## src/rtl/divider_pkg.sv

```systemverilog
// -----------------------------------------------------------------------------
// divider_pkg
// Shared definitions for the sequential restoring divider.
//   state_t        : controller state encoding (IDLE, CALC, DONE)
//   DEFAULT_WIDTH  : default operand/result width
//   cnt_width()    : width of the bit counter, clog2(width)
// -----------------------------------------------------------------------------
package divider_pkg;

  localparam int DEFAULT_WIDTH = 8;

  typedef enum logic [1:0] {
    ST_IDLE = 2'd0,
    ST_CALC = 2'd1,
    ST_DONE = 2'd2
  } state_t;

  // Counter holds WIDTH-1 down to 0. The counter is never narrower than one
  // bit, so WIDTH=2 still gets a usable register.
  function automatic int cnt_width(input int width);
    return (width > 2) ? $clog2(width) : 1;
  endfunction

endpackage

```

## src/rtl/divider_step.sv

```systemverilog
// -----------------------------------------------------------------------------
// divider_step
// One combinational restoring-division step.
// Ports:
//   rem_in   [WIDTH-1:0] : partial remainder before this step
//   bit_in               : next dividend bit (MSB-first)
//   divisor  [WIDTH-1:0] : divisor
//   rem_out  [WIDTH-1:0] : partial remainder after this step
//   q_bit                : quotient bit produced by this step
// -----------------------------------------------------------------------------
module divider_step
  import divider_pkg::*;
#(
  parameter int WIDTH = DEFAULT_WIDTH
) (
  input  logic [WIDTH-1:0] rem_in,
  input  logic             bit_in,
  input  logic [WIDTH-1:0] divisor,
  output logic [WIDTH-1:0] rem_out,
  output logic             q_bit
);

  // One extra bit so the shifted remainder can never wrap before the compare.
  logic [WIDTH:0] shifted;

  assign shifted = {rem_in, bit_in};
  assign q_bit   = (shifted >= {1'b0, divisor});

  // When the subtraction is taken, shifted < 2*divisor, so the difference is
  // below divisor and fits in WIDTH bits; the low-bit subtract is exact.
  assign rem_out = q_bit ? (shifted[WIDTH-1:0] - divisor) : shifted[WIDTH-1:0];

endmodule

```

## src/rtl/seq_divider.sv

```systemverilog
// -----------------------------------------------------------------------------
// seq_divider
// Iterative unsigned restoring divider, one quotient bit per clock, with a
// start/ready/done handshake. An accepted request produces done in the
// WIDTH+1-th cycle counted from the accept edge; a new request may be accepted
// in the DONE cycle, giving one division every WIDTH+1 cycles.
// Divide by zero takes the normal path: quotient = all ones,
// remainder = dividend.
//
// Optional feature (macro DIVIDER_DBZ_ERR_EN):
//   adds output dbz, latched at accept as (divisor == 0) and presented with
//   the results at done.
//
// Ports:
//   clk                     : clock, rising edge
//   rst                     : synchronous active-high reset
//   start                   : request, honoured only while ready=1
//   dividend  [WIDTH-1:0]   : numerator, latched at accept
//   divisor   [WIDTH-1:0]   : denominator, latched at accept
//   ready                   : can accept (IDLE or DONE)
//   done                    : one-cycle result-valid pulse
//   quotient  [WIDTH-1:0]   : result, held until the next done
//   remainder [WIDTH-1:0]   : result, held until the next done
//   dbz                     : (DIVIDER_DBZ_ERR_EN only) divide-by-zero flag
// -----------------------------------------------------------------------------
module seq_divider
  import divider_pkg::*;
#(
  parameter int WIDTH = DEFAULT_WIDTH
) (
  input  logic             clk,
  input  logic             rst,
  input  logic             start,
  input  logic [WIDTH-1:0] dividend,
  input  logic [WIDTH-1:0] divisor,
  output logic             ready,
  output logic             done,
  output logic [WIDTH-1:0] quotient,
  output logic [WIDTH-1:0] remainder
`ifdef DIVIDER_DBZ_ERR_EN
  ,
  output logic             dbz
`endif
);

  localparam int CW = cnt_width(WIDTH);

  state_t           state, state_next;
  logic [WIDTH-1:0] rem_q;
  logic [WIDTH-1:0] shift_q;    // dividend bits leave at the MSB, quotient bits enter at the LSB
  logic [WIDTH-1:0] divisor_q;
  logic [CW-1:0]    cnt_q;

  logic             accept;
  logic             last_step;
  logic [WIDTH-1:0] rem_next;
  logic             q_bit;

`ifdef DIVIDER_DBZ_ERR_EN
  logic             dbz_pend;
`endif

  divider_step #(.WIDTH(WIDTH)) u_step (
    .rem_in  (rem_q),
    .bit_in  (shift_q[WIDTH-1]),
    .divisor (divisor_q),
    .rem_out (rem_next),
    .q_bit   (q_bit)
  );

  assign ready     = (state == ST_IDLE) || (state == ST_DONE);
  assign done      = (state == ST_DONE);
  assign accept    = ready && start;
  assign last_step = (state == ST_CALC) && (cnt_q == '0);

  // NOTE: sequential state uses non-blocking assignments so every register
  // samples pre-edge values regardless of block evaluation order.
  always_ff @(posedge clk) begin
    if (rst) begin
      state <= ST_IDLE;
    end else begin
      state <= state_next;
    end
  end

  // NOTE: next-state gets its default first so no path leaves it unassigned,
  // which would otherwise infer a latch.
  always_comb begin
    state_next = state;
    case (state)
      ST_IDLE: if (start) state_next = ST_CALC;
      ST_CALC: if (cnt_q == '0) state_next = ST_DONE;
      ST_DONE: state_next = start ? ST_CALC : ST_IDLE;
      default: state_next = ST_IDLE;
    endcase
  end

  always_ff @(posedge clk) begin
    if (rst) begin
      rem_q     <= '0;
      shift_q   <= '0;
      divisor_q <= '0;
      cnt_q     <= '0;
      quotient  <= '0;
      remainder <= '0;
`ifdef DIVIDER_DBZ_ERR_EN
      dbz_pend  <= 1'b0;
      dbz       <= 1'b0;
`endif
    end else if (accept) begin
      rem_q     <= '0;
      shift_q   <= dividend;
      divisor_q <= divisor;
      cnt_q     <= CW'(WIDTH - 1);
`ifdef DIVIDER_DBZ_ERR_EN
      dbz_pend  <= (divisor == '0);
`endif
    end else if (state == ST_CALC) begin
      rem_q   <= rem_next;
      shift_q <= {shift_q[WIDTH-2:0], q_bit};
      cnt_q   <= cnt_q - CW'(1);
      // Results are published on the same edge that enters DONE.
      if (last_step) begin
        quotient  <= {shift_q[WIDTH-2:0], q_bit};
        remainder <= rem_next;
`ifdef DIVIDER_DBZ_ERR_EN
        dbz       <= dbz_pend;
`endif
      end
    end
  end

endmodule

```

## config.mk

```make
export PLATFORM = sky130hd
export DESIGN_NAME = seq_divider
export DESIGN_NICKNAME = d
export VERILOG_FILES = /design/src/rtl/divider_pkg.sv /design/src/rtl/divider_step.sv /design/src/rtl/seq_divider.sv
export SDC_FILE = /design/constraint.sdc
export NUM_CORES = 1
export LEC_CHECK = 0
export CELL_PAD_IN_SITES_DETAIL_PLACEMENT = 0
export CELL_PAD_IN_SITES_GLOBAL_PLACEMENT = 1
export CORE_MARGIN = 2
export CORE_UTILIZATION = 44
export CTS_BUF_LIST = sky130_fd_sc_hd__clkbuf_8
export CTS_CLUSTER_SIZE = 20
export DETAILED_ROUTE_END_ITERATION = 7
export PLACE_DENSITY = 0.89
export SLEW_MARGIN = 20
export SYNTH_ARGS = -nofsm -noshare
export SYNTH_HDL_FRONTEND = slang
export SYNTH_SLANG_ARGS = --single-unit
```

## constraint.sdc

```tcl
create_clock -name clk -period 3.6 [get_ports clk]
set_input_delay 0.72 -clock clk [delete_from_list [all_inputs] [get_ports clk]]
set_output_delay 0.72 -clock clk [all_outputs]
set_load 0.03 [all_outputs]
```

==> flow_metrics.env <==
export IMPL_grt_max_degree=26
export IMPL_synthCells=283
export IMPL_dp_hpwl_mm=3.65
export IMPL_clk_latency_ps=290
export IMPL_synth_top_cells_by_area="dfxtp_1 39%, nand2_1 8.7%, a21oi_1 6.8%, ha_1 5.5%, nor2_1 4.4%"
export IMPL_grt_pass1_vias=1925
export IMPL_synth_edf_count=0
export IMPL_wl_mm=5.07
export IMPL_met2_usage_pct=30.7
export IMPL_vias=1989
export IMPL_hold_path_class="flop to flop"
export IMPL_numPortBuffers=36
export IMPL_drive_above_1_share_pct=6.05
export IMPL_hold_end="divisor_q[2]$_SDFFE_PP0P_"
export IMPL_viasPerCell=5.18
export IMPL_critical_path_class="flop to flop"
export IMPL_maxSlewViolCount=0
export IMPL_antenna_left=0
export IMPL_cts_tree="built"
export IMPL_cp_max_fo=11
export IMPL_pin_count=37
export IMPL_drtIter0Drc=85
export IMPL_cts_resized=0
export IMPL_die_area_um2=5790
export IMPL_grt_setup_unrepaired="false"
export IMPL_yosysMostFrequentCell="nand2_1"
export IMPL_clock_root_buffer="clkbuf_8"
export IMPL_fin_crit_sh_pct=64.2
export IMPL_use_met3_pct=3.32
export IMPL_place_gp_congestion=0.865
export IMPL_synth_nets=313
export IMPL_finalHoldViolCount=0
export IMPL_rr_startpoint="divisor_q[6]$_SDFFE_PP0P_"
export IMPL_grt_usage_pct=18.0
export IMPL_ff2ff_path_depth=7
export IMPL_antenna_found_initial=0
export IMPL_whs_ps=457
export IMPL_maxSlewHeadroom_pct=54.0
export IMPL_htreeDepth=2
export IMPL_die_y_um=76.1
export IMPL_fin_crit_ps=2310
export IMPL_synthFlopType="dfxtp_1"
export IMPL_syn_to_final_growth_pct=22.3
export IMPL_whs_path_depth=2
export IMPL_cts_sinks=45
export IMPL_wl_per_cell_um=13.2
export IMPL_remaining_drc_errors=0
export IMPL_cts_buffers=5
export IMPL_dp_cells=376
export IMPL_first_pass_iters=5
export IMPL_placed_area_um2=2680
export IMPL_hold_start="divisor_q[2]$_SDFFE_PP0P_"
export IMPL_initial_utilization_pct=45.0
export IMPL_worst_r2r_endpoint="remainder[3]$_SDFFE_PP0P_"
export IMPL_p_leak_nw=1.06
export IMPL_final_area_um2=2800
export IMPL_required_ps=3750
export IMPL_synth_common_cells="53 x nand2_1, 45 x dfxtp_1, 31 x a21oi_1, 27 x nor2_1, 17 x inv_1"
export IMPL_cp_start_kind="flop"
export IMPL_grt_pass1_wl_mm=8.71
export IMPL_setup_violations=0
export IMPL_use_met1_pct=23.6
export IMPL_setup_tns_ps=0
export IMPL_ys_warn_count=0
export IMPL_antenna_cells=0
export IMPL_cts_hold_buf=0
export IMPL_clkTransAtPathRegs_ps=80
export IMPL_dp_slack_ps=1160
export IMPL_grt_ovfl_total=0
export IMPL_netlist_area_um2=2280
export IMPL_end_kind="flop"
export IMPL_core_area_um2=5070
export IMPL_stdcell_count=384
export IMPL_busiest_layer="met2"
export IMPL_regToRegSetupSlack_ps=1290
export IMPL_cts_setup_buffers=0
export IMPL_yosys_area_top_type="dfxtp_1"
export IMPL_synth_seq_cells=45
export IMPL_dieWidth_um=76.1
export IMPL_num_rows=26
export IMPL_nets=343
export IMPL_skew_ps=6.77
export IMPL_pwr_density_cell_nw_per_um2=504
export IMPL_layout_setup_ws_ps=1290
export IMPL_max_cap_violations=0
export IMPL_max_freq_mhz=433
export IMPL_worst_pin_slew_ps=687
export IMPL_avgSynthCellArea_um2=8.07
export IMPL_yosysSeqAreaShare_pct=39.4
export IMPL_yosysUniqueCellTypes=45
export IMPL_arrival_ps=2460
export IMPL_clockBufferDepth=2
export IMPL_yosysTopAreaCellShare_pct=39.4
export IMPL_status="finished, final reports clean"
export IMPL_synthArstFlopShare_pct=0
export IMPL_vdd_ir_drop_max_v=0.000386
## worst max-delay path: stages (launching register included)
cell      delay, ps
dfxtp_1         340
inv_1            50
ha_1            450
nand4b_4        130
or2_4           290
o21ai_2         450
mux2i_1         340
a211oi_1        110
## state kept, by name, indices dropped and copies added (netlist names)
register / flops
rem_q: 8
quotient: 8
shift_q: 8
remainder: 8
state: 2
cnt_q: 3
divisor_q: 8
## metal layers
| metal | share of wire, % | vias to the layer above |
|---|---|---|
| met3 | 4.1 | 7 |
| met2 | 47 | 45 |
| met4 | 1.1 | 0 |
| met1 | 47 | 904 |
| met5 | 0 | - |
| li1 | - | 1033 |
## power by group
group	internal [mW]	total [mW]	switching [mW]
Sequential	0.536	0.563	0.0271
Combinational	0.194	0.455	0.261
Clock	0.224	0.391	0.167
Total	0.953	1.41	0.455
## how the worst max path moves through the flow
stage | start | endpoint | depth (start not counted)
4_1_cts | divisor_q[6]$_SDFFE_PP0P_ | remainder[3]$_SDFFE_PP0P_ | 7
6_report | divisor_q[6]$_SDFFE_PP0P_ | remainder[3]$_SDFFE_PP0P_ | 7
3_3_place_gp | rst | rem_q[5]$_SDFFE_PP0P_ | 4
2_1_floorplan | shift_q[7]$_SDFFE_PP0P_ | remainder[6]$_SDFFE_PP0P_ | 8
3_5_place_dp | rst | rem_q[5]$_SDFFE_PP0P_ | 4
5_1_grt | divisor_q[6]$_SDFFE_PP0P_ | remainder[3]$_SDFFE_PP0P_ | 7
## per-stage QoR
| step | util [%] | total power [mW] |
|---|---|---|
| after floorplan | - | 0.925 |
| after global placement | 52.8 | 1.02 |
| after detailed placement | 52.8 | 1.03 |
| after CTS | 55.1 | 1.42 |
| after global routing | 55.1 | 1.49 |
| final | 55.1 | 1.41 |
## area by class of cell
cell class	instances	area, µm²
Tap cell	70	87.6
Inverter	17	63.8
Clock buffer	6	82.6
Timing Repair Buffer	40	390
Fill cell	503	2280
Clock inverter	2	33.8
Multi-Input combinational cell	204	1240
Sequential cell	45	901
## cells in the final DEF (no fill, tap or decap), drive strengths merged, types with 2 or more instances in the layout
cell	instances
a22oi	2
nand3	5
clkbuf	6
nand2	53
o21a	3
xor2	3
a211oi	6
dfxtp	45
buf	4
ha	10
inv	18
nor2b	5
o211ai	5
nand2b	8
nor2	27
mux2i	4
a311oi	6
a21oi	31
o21ai	10
nand3b	4
clkdlybuf4s50	36
a31o	2
xnor2	2
or4	2
## logic make-up (layout without fill, tap and decap cells)
group	count (synthesis)	after routing	synth area share (%)
buf+inv	34	65	6.46
simple gates	109	109	22.1
compound gates	75	75	22.0
mux	4	4	1.75
fa+ha+maj	11	11	6.35
xor+xnor	5	5	1.92
flops	45	45	39.4
No activity file was read; power rests on OpenSTA's default activity.
